`src/rtl/xnor_popcount_acc.sv`:
```
// Streaming popcount accumulator behind the XNOR stage. It sums set bits over
// WINDOW accepted beats and emits the total with a threshold decision bit.
module xnor_popcount_acc #(
    parameter int WIDTH  = 5,
    parameter int WINDOW = 4,
    parameter int THRESH = 10
) (
    input  logic                                  clk,
    input  logic                                  rst_n,
    input  logic                                  clear,
    input  logic                                  in_valid,
    output logic                                  in_ready,
    input  logic [WIDTH-1:0]                      in_vec,
    output logic                                  out_valid,
    input  logic                                  out_ready,
    output logic [$clog2(WIDTH*WINDOW+1)-1:0]     out_sum,
    output logic                                  out_bit
);
    localparam int SUM_W = $clog2(WIDTH*WINDOW+1);
    localparam int CNT_W = (WINDOW > 1) ? $clog2(WINDOW) : 1;
    localparam logic [CNT_W-1:0] LAST_BEAT = CNT_W'(WINDOW - 1);

    logic [SUM_W-1:0] acc_q, acc_d;
    logic [CNT_W-1:0] beat_cnt_q, beat_cnt_d;
    logic [SUM_W-1:0] out_sum_q, out_sum_d;
    logic             out_bit_q, out_bit_d;
    logic             out_valid_q, out_valid_d;

    logic             accept;
    logic             final_beat;
    logic [SUM_W-1:0] pc;
    logic [SUM_W-1:0] sum_c;

    assign final_beat = (beat_cnt_q == LAST_BEAT);
    assign in_ready   = !(final_beat && out_valid_q);
    assign accept     = in_valid && in_ready;

    // Gated by accept so an undriven in_vec never reaches the accumulator.
    always_comb begin
        pc = '0;
        if (accept) begin
            for (int i = 0; i < WIDTH; i++) begin
                pc = pc + SUM_W'(in_vec[i]);
            end
        end
    end

    assign sum_c = acc_q + pc;

    always_comb begin
        acc_d       = acc_q;
        beat_cnt_d  = beat_cnt_q;
        out_sum_d   = out_sum_q;
        out_bit_d   = out_bit_q;
        out_valid_d = out_valid_q;

        if (out_valid_q && out_ready) begin
            out_valid_d = 1'b0;
        end

        if (clear) begin
            acc_d      = '0;
            beat_cnt_d = '0;
        end else if (accept) begin
            if (final_beat) begin
                out_sum_d   = sum_c;
                out_bit_d   = (32'(sum_c) >= 32'(THRESH));
                out_valid_d = 1'b1;
                acc_d       = '0;
                beat_cnt_d  = '0;
            end else begin
                acc_d      = sum_c;
                beat_cnt_d = beat_cnt_q + 1'b1;
            end
        end
    end

    always_ff @(posedge clk or negedge rst_n) begin
        if (!rst_n) begin
            acc_q       <= '0;
            beat_cnt_q  <= '0;
            out_sum_q   <= '0;
            out_bit_q   <= 1'b0;
            out_valid_q <= 1'b0;
        end else begin
            acc_q       <= acc_d;
            beat_cnt_q  <= beat_cnt_d;
            out_sum_q   <= out_sum_d;
            out_bit_q   <= out_bit_d;
            out_valid_q <= out_valid_d;
        end
    end

    assign out_sum   = out_sum_q;
    assign out_bit   = out_bit_q;
    assign out_valid = out_valid_q;

endmodule

```
`config.mk`:
```
export PLATFORM = sky130hd
export DESIGN_NAME = xnor_popcount_acc
export DESIGN_NICKNAME = d
export VERILOG_FILES = /design/src/rtl/xnor_popcount_acc.sv
export SDC_FILE = /design/constraint.sdc
export NUM_CORES = 1
export LEC_CHECK = 0
export ABC_CLOCK_PERIOD_IN_PS = 2250
export BUFFER_PORTS_ARGS = -buffer_cell sky130_fd_sc_hd__buf_2
export CAP_MARGIN = 20
export CORE_ASPECT_RATIO = 0.75
export CORE_UTILIZATION = 46
export CTS_CLUSTER_DIAMETER = 80
export DETAILED_ROUTE_END_ITERATION = 8
export HOLD_SLACK_MARGIN = 0.12
export PLACE_DENSITY = 0.7
export SETUP_SLACK_MARGIN = 0.15
export SYNTH_ARGS = -nofsm -noshare
export SYNTH_HDL_FRONTEND = slang
export SYNTH_SLANG_ARGS = --single-unit
```
`constraint.sdc`:
```
create_clock -name clk -period 2.25 [get_ports clk]
set_clock_uncertainty 0.15 [all_clocks]
set_input_delay 0.45 -clock clk [delete_from_list [all_inputs] [get_ports clk]]
set_output_delay 0.45 -clock clk [all_outputs]
set_load 0.01 [all_outputs]
```
## Word-level counts from Yosys, hierarchy flattened

Cells that the tools add are included.

- Register bits: 14
- Input bits: 10
- Output and inout bits: 8
- Logic and storage cells: 31

- Add/subtract/negate cells: 6
- Magnitude comparators: 1
- Equality and inequality tests: 1
- Mux-type cells: 11
- Bitwise logic cells: 1
- Reduce and logical (&&, ||, !) cells: 6

Operators by type and width:

| kind | number |
|---|---|
| $mux W5 | 4 |
| $mux W2 | 3 |
| $add A4 B1 Y5 | 1 |
| $add A5 B5 Y5 | 1 |
| $ge A5 B4 Y1 const B | 1 |
| $add A3 B1 Y4 | 1 |
| $mux W1 | 4 |
| $add A2 B1 Y3 | 1 |
| $logic_and A1 B1 Y1 | 3 |
| $reduce_and A3 Y1 | 1 |
| $add A1 B1 Y2 | 1 |
| $add A2 B1 Y2 const B | 1 |
| $eq A2 B2 Y1 const B | 1 |
| $reduce_bool A2 Y1 | 1 |
| $logic_not A1 Y1 | 1 |
| $not A1 Y1 | 1 |

## Logic depth before layout (Yosys ltp)

- Depth in word-level cells: 9
- Mapped depth: 11
- Gate-level depth less buffers: 11

## Worst setup path before layout

No wires, ideal clock.

- Path type: in2reg
- Start point: input in_vec[0]
- End point: register acc_q[3]
- Library setup time: 110 ps
- Arrival: 2652 ps
- Data required time: 1990 ps
- Slack: -662 ps
- Cell stages on the path: 11
- Buffers on the path: 0
- Path through: inv_1 > fa_1 > fa_1 > inv_1 > ha_1 > and3_1 > ha_1 > a21o_1 > a21oi_2 > xor2_2 > o41ai_1

- Cells in the longest elaborated chain, start to end: 9

RTL lines:

| element | line | text |
|---|---|---|
| start, declared | 13 | `input logic [WIDTH-1:0] in_vec,` |
| $add A1 B1 Y2 | 43 | `pc = pc + SUM_W'(in_vec[i]);` |
| $add A2 B1 Y3 | 43 |  |
| $add A3 B1 Y4 | 43 |  |
| $add A4 B1 Y5 | 43 |  |
| $mux W5 | 41 | `if (accept) begin` |
| $add A5 B5 Y5 | 48 | `assign sum_c = acc_q + pc;` |
| $mux W5 | 65 | `if (final_beat) begin` |
| $mux W5 | 64 | `end else if (accept) begin` |
| $mux W5 | 61 | `if (clear) begin` |
| end signal, assigned | 80 | `acc_q <= '0;` |
| end signal, assigned | 86 | `acc_q <= acc_d;` |
| end, declared | 23 | `logic [SUM_W-1:0] acc_q, acc_d;` |

No other way between the ends. The select of a mux whose other input is x is not followed.
A chain may end at the register's enable or synchronous reset.

## Worst setup path in the final report

- Start point: input in_vec[1]
- End point: register out_bit_q (netlist: out_bit)

- Cells in the longest elaborated chain, start to end: 7

RTL lines:

| element | line | text |
|---|---|---|
| $add A1 B1 Y2 | 43 |  |
| $add A2 B1 Y3 | 43 |  |
| $add A3 B1 Y4 | 43 |  |
| $add A4 B1 Y5 | 43 |  |
| $mux W5 | 41 |  |
| $add A5 B5 Y5 | 48 |  |
| $ge A5 B4 Y1 | 67 | `out_bit_d = (32'(sum_c) >= 32'(THRESH));` |
| end signal, assigned | 89 | `out_bit_q <= out_bit_d;` |
| end, declared | 26 | `logic out_bit_q, out_bit_d;` |

No other way between the ends.

==> impl_summary.md <==
STA
Based on the critical path, the design can be clocked at up to 377 MHz. The number of pins with negative max-slew slack in the final report is 0. The final-report hold violation count is 0. Setup repair after global routing could not meet its margin everywhere. The slew of the pin with the lowest slew margin is 0.346 ns. Of the available clock period, the critical path in the final layout requires 118%. The worst path in the final design needs a cycle of 2.65 ns, including I/O delays and setup. Measured against its own limit, the worst slew margin works out to 76.9%.

Setup violations remaining at the end of the flow were counted as 9. The worst path setup slack after routing is -0.401 ns.

Pwr
The leakage power is 0.563 nW. The power density relative to cell area is 561 nW/um^2. VDD sags by at most 0.389 mV. The design draws 0.620 mW.

CTS
The clock buffer count from CTS is 3. The deepest clock path buffer count is 2. CTS built an H-tree with a depth of 1.

The later pin in the worst-skew pair is clocked with a latency of 0.29 ns. The total setup buffers inserted after CTS is 0. The buffer type at the clock tree root is clkbuf_4. The CTS clock-pin slew for the worst setup and hold paths is 0.09 ns. TritonCTS built the clock tree. The number of clock sinks seen by CTS is 14.

Critical path
In this run the critical register-to-register path is captured at out_bit. For this design, the slowest cell found on the critical path is fa_1. For the worst setup path, the data required time is 2.28 ns. The beginning of the worst register-to-register path is beat_cnt_q[0].

For flop-to-flop paths, the worst setup slack is 0.12 ns. Walking the worst path, the cells encountered are buf_6, inv_2, fa_1, fa_2, inv_2, ha_4, and3_4, ha_4, a21o_1, a21oi_2, xor2_2, o211ai_2. The worst register-to-register path has a depth of 8.

In this run the worst path has a maximum fanout of 3. In this design, the stage delay of the slowest critical-path cell is 0.49 ns. The kind of end point of the critical path is a flop. Data arrives at the worst endpoint at 2.68 ns. The kind of critical path is in -> reg. The startpoint class of the critical path is an input pin.

Drt
Using the TritonRoute via totals, the vias-per-cell ratio works out to 5.09. For this run, the detailed router's first-pass iteration total came to 2. In the final routed layout, each cell accounts on average for 13.3 um.

For this run, design rule violations remaining after detail routing come to 0. The first routing iteration left 6 violations. The total wire length is 1720 um. The detailed router placed 657 vias in this run. The detail route stage leaves a number of antenna-violating nets equal to 0.

Final layout
The number of nets in the finished design is 127. The area of combinational cells with multiple inputs is 510 um^2. The count of antenna diodes in the layout is 0. In the layout the commonest cells are nand2_1 (15), buf_2 (15), dfrtp_1 (14).

At the end of the flow the core is filled with cells to 70.8%. The share of layout cells above drive strength 1 is 46.3%. The layout overhead on the synthesized area is 36.2%. The number of fillers in the final layout is 129. The combined flip-flop and latch cell area is 350 um^2.

Yosys
Summing every instance area after synthesis gives 812 um^2. The synthesized netlist net count is 101. The area fraction of the dominant cell type after synthesis is 43.1%.

In this run the mean area of a mapped cell was 9.78 um^2. Summed over all instances, the cell type with the most area after synthesis is dfrtp_1. The synthesized design contains 14 register bits. By area the synthesized netlist is led by dfrtp_1 (43%), ha_1 (7.7%), fa_1 (7.4%). The number of library cell types mapped by synthesis is 28. The Yosys step of the flow raised 0 warnings. Synthesis handed over a netlist of 83 instances.

After synthesis, flip-flops and latches occupy 43.1% of the total area.

Global routing
Across every metal layer, demand over resource in global routing totals 21.1%. The pin count of the biggest net entering global routing is 15. The first global-routing pass estimated 2820 um of wire.

For this run the aggregate overflow at the end of global routing stands at 0. The number of antenna violations at the first check in global routing came to 0. The number of global-route vias before repair is 643.

Placement
Routability-driven placement finished with a final weighted congestion of 0.816. Buffers placed on the I/O ports in this run total 17. The HPWL reported at the end of detailed placement is 1260 um.

Min path
The worst hold path begins at out_ready. The min-delay analysis places its worst path in the category in -> reg. The end point of the worst hold path is out_valid. The cell depth of the worst hold path is 2.

Die
The die area is 1940 um^2. The boundary pin count is 18. In this run the standard cell core region covers 1560 um^2. The initial core utilization is 52.0%.

The cell row count is 12. The die is 50.5 um wide. The floorplan die height is 38.4 um.

Job
Across the run, the number of max-cap violations was 0.

Outcome
The run finished, with violations left. The checks that failed: negative setup slack.
[registers in the layout (all words and copies together) (netlist names)]
signal      cells
acc_q           5
out_sum         5
beat_cnt_q      2
out_bit         1
out_valid       1
[worst max-delay path by stage]
stage / cells after the start / start / endpoint / slack (ns)
after floorplan: 11 / in_vec[0] / acc_q[3] / -0.52
after global placement: 10 / in_vec[0] / out_bit / -0.78
after detailed placement: 12 / in_vec[0] / acc_q[3] / -0.82
after CTS: 12 / in_vec[1] / out_bit / -0.42
after global routing: 12 / in_vec[1] / out_sum[3] / -0.50
final: 12 / in_vec[1] / out_bit / -0.40
[synthesized netlist by cell type]
cell / number
a22oi_1: 4
nand4_1: 1
ha_1: 5
o211ai_2: 1
a21o_1: 1
and3_1: 2
inv_1: 9
o41ai_1: 1
o21ai_1: 2
a21oi_1: 2
nand2b_1: 1
o2bb2ai_1: 1
a21oi_2: 1
dfrtp_1: 14
and4_4: 1
inv_2: 1
o21ai_0: 1
nor2_2: 1
buf_6: 1
nor2_1: 6
xor2_1: 1
fa_1: 3
mux2i_1: 1
nand3_1: 3
nand2_2: 1
nand2_1: 16
a21boi_0: 1
xor2_2: 1
[power by group]
part | internal (mW) | switching (mW)
sequential | 0.267 | 0.0125
clock | 0.0986 | 0.0881
combinational | 0.0735 | 0.0809
total | 0.439 | 0.182
[worst max-delay path: cells and delay by family]
family	cells	cell delay, ns
fa+ha+maj	4	1.22
xor+xnor	1	0.26
compound gates	3	0.42
buf+inv	3	0.17
simple gates	1	0.16
[routing by layer]
| metal | track usage [%] | wire, um | vias up |
|---|---|---|---|
| met1 | 28.4 | 877 | 318 |
| met3 | 7.14 | 63 | 2 |
| met5 | 0 | 0 | - |
| met4 | 6.25 | 8 | 0 |
| met2 | 32.3 | 771 | 12 |
| li1 | - | - | 325 |
[cell families after synthesis]
logic type,share of synthesized area (%)
adders and majority gates,15.1
and+or+nand+nor,18.0
DFF,43.1
muxes,1.23
AOI/OAI and AO/OA,13.4
xor gates and xnor gates,3.08
buffers and inverters,6.01
[final cells by class]
| cell class | count | area share (%) |
|---|---|---|
| multi-input cells | 58 | 46.2 |
| flip-flops and latches | 14 | 31.7 |
| repair buffers | 22 | 12.4 |
| inverters | 10 | 4.07 |
| clock buffers | 4 | 3.28 |
| well taps | 21 | 2.38 |
[what timing repair did]
action / in CTS / in global routing
pin swaps: 5 / 3
hold endpoints to repair: 14 / 0
hold buffers: 1 / 0
setup endpoints to repair: 11 / 11
resized for setup: 11 / 5
[through the flow]
step	worst slack, ns	setup TNS [ns]	instances	hold WS [ns]	cell area, um^2
6_report	-0.401	-2.85	129	0.181	1110
5_1_grt	-0.501	-3.54	129	0.175	1110
4_1_cts	-0.417	-2.88	129	0.176	1080
3_5_place_dp	-0.816	-6.79	124	0.212	975
3_3_place_gp	-0.779	-6.66	124	0.208	975
2_1_floorplan	-0.517	-3.88	83	0.00441	845
Power figures use the tool's default switching activity.
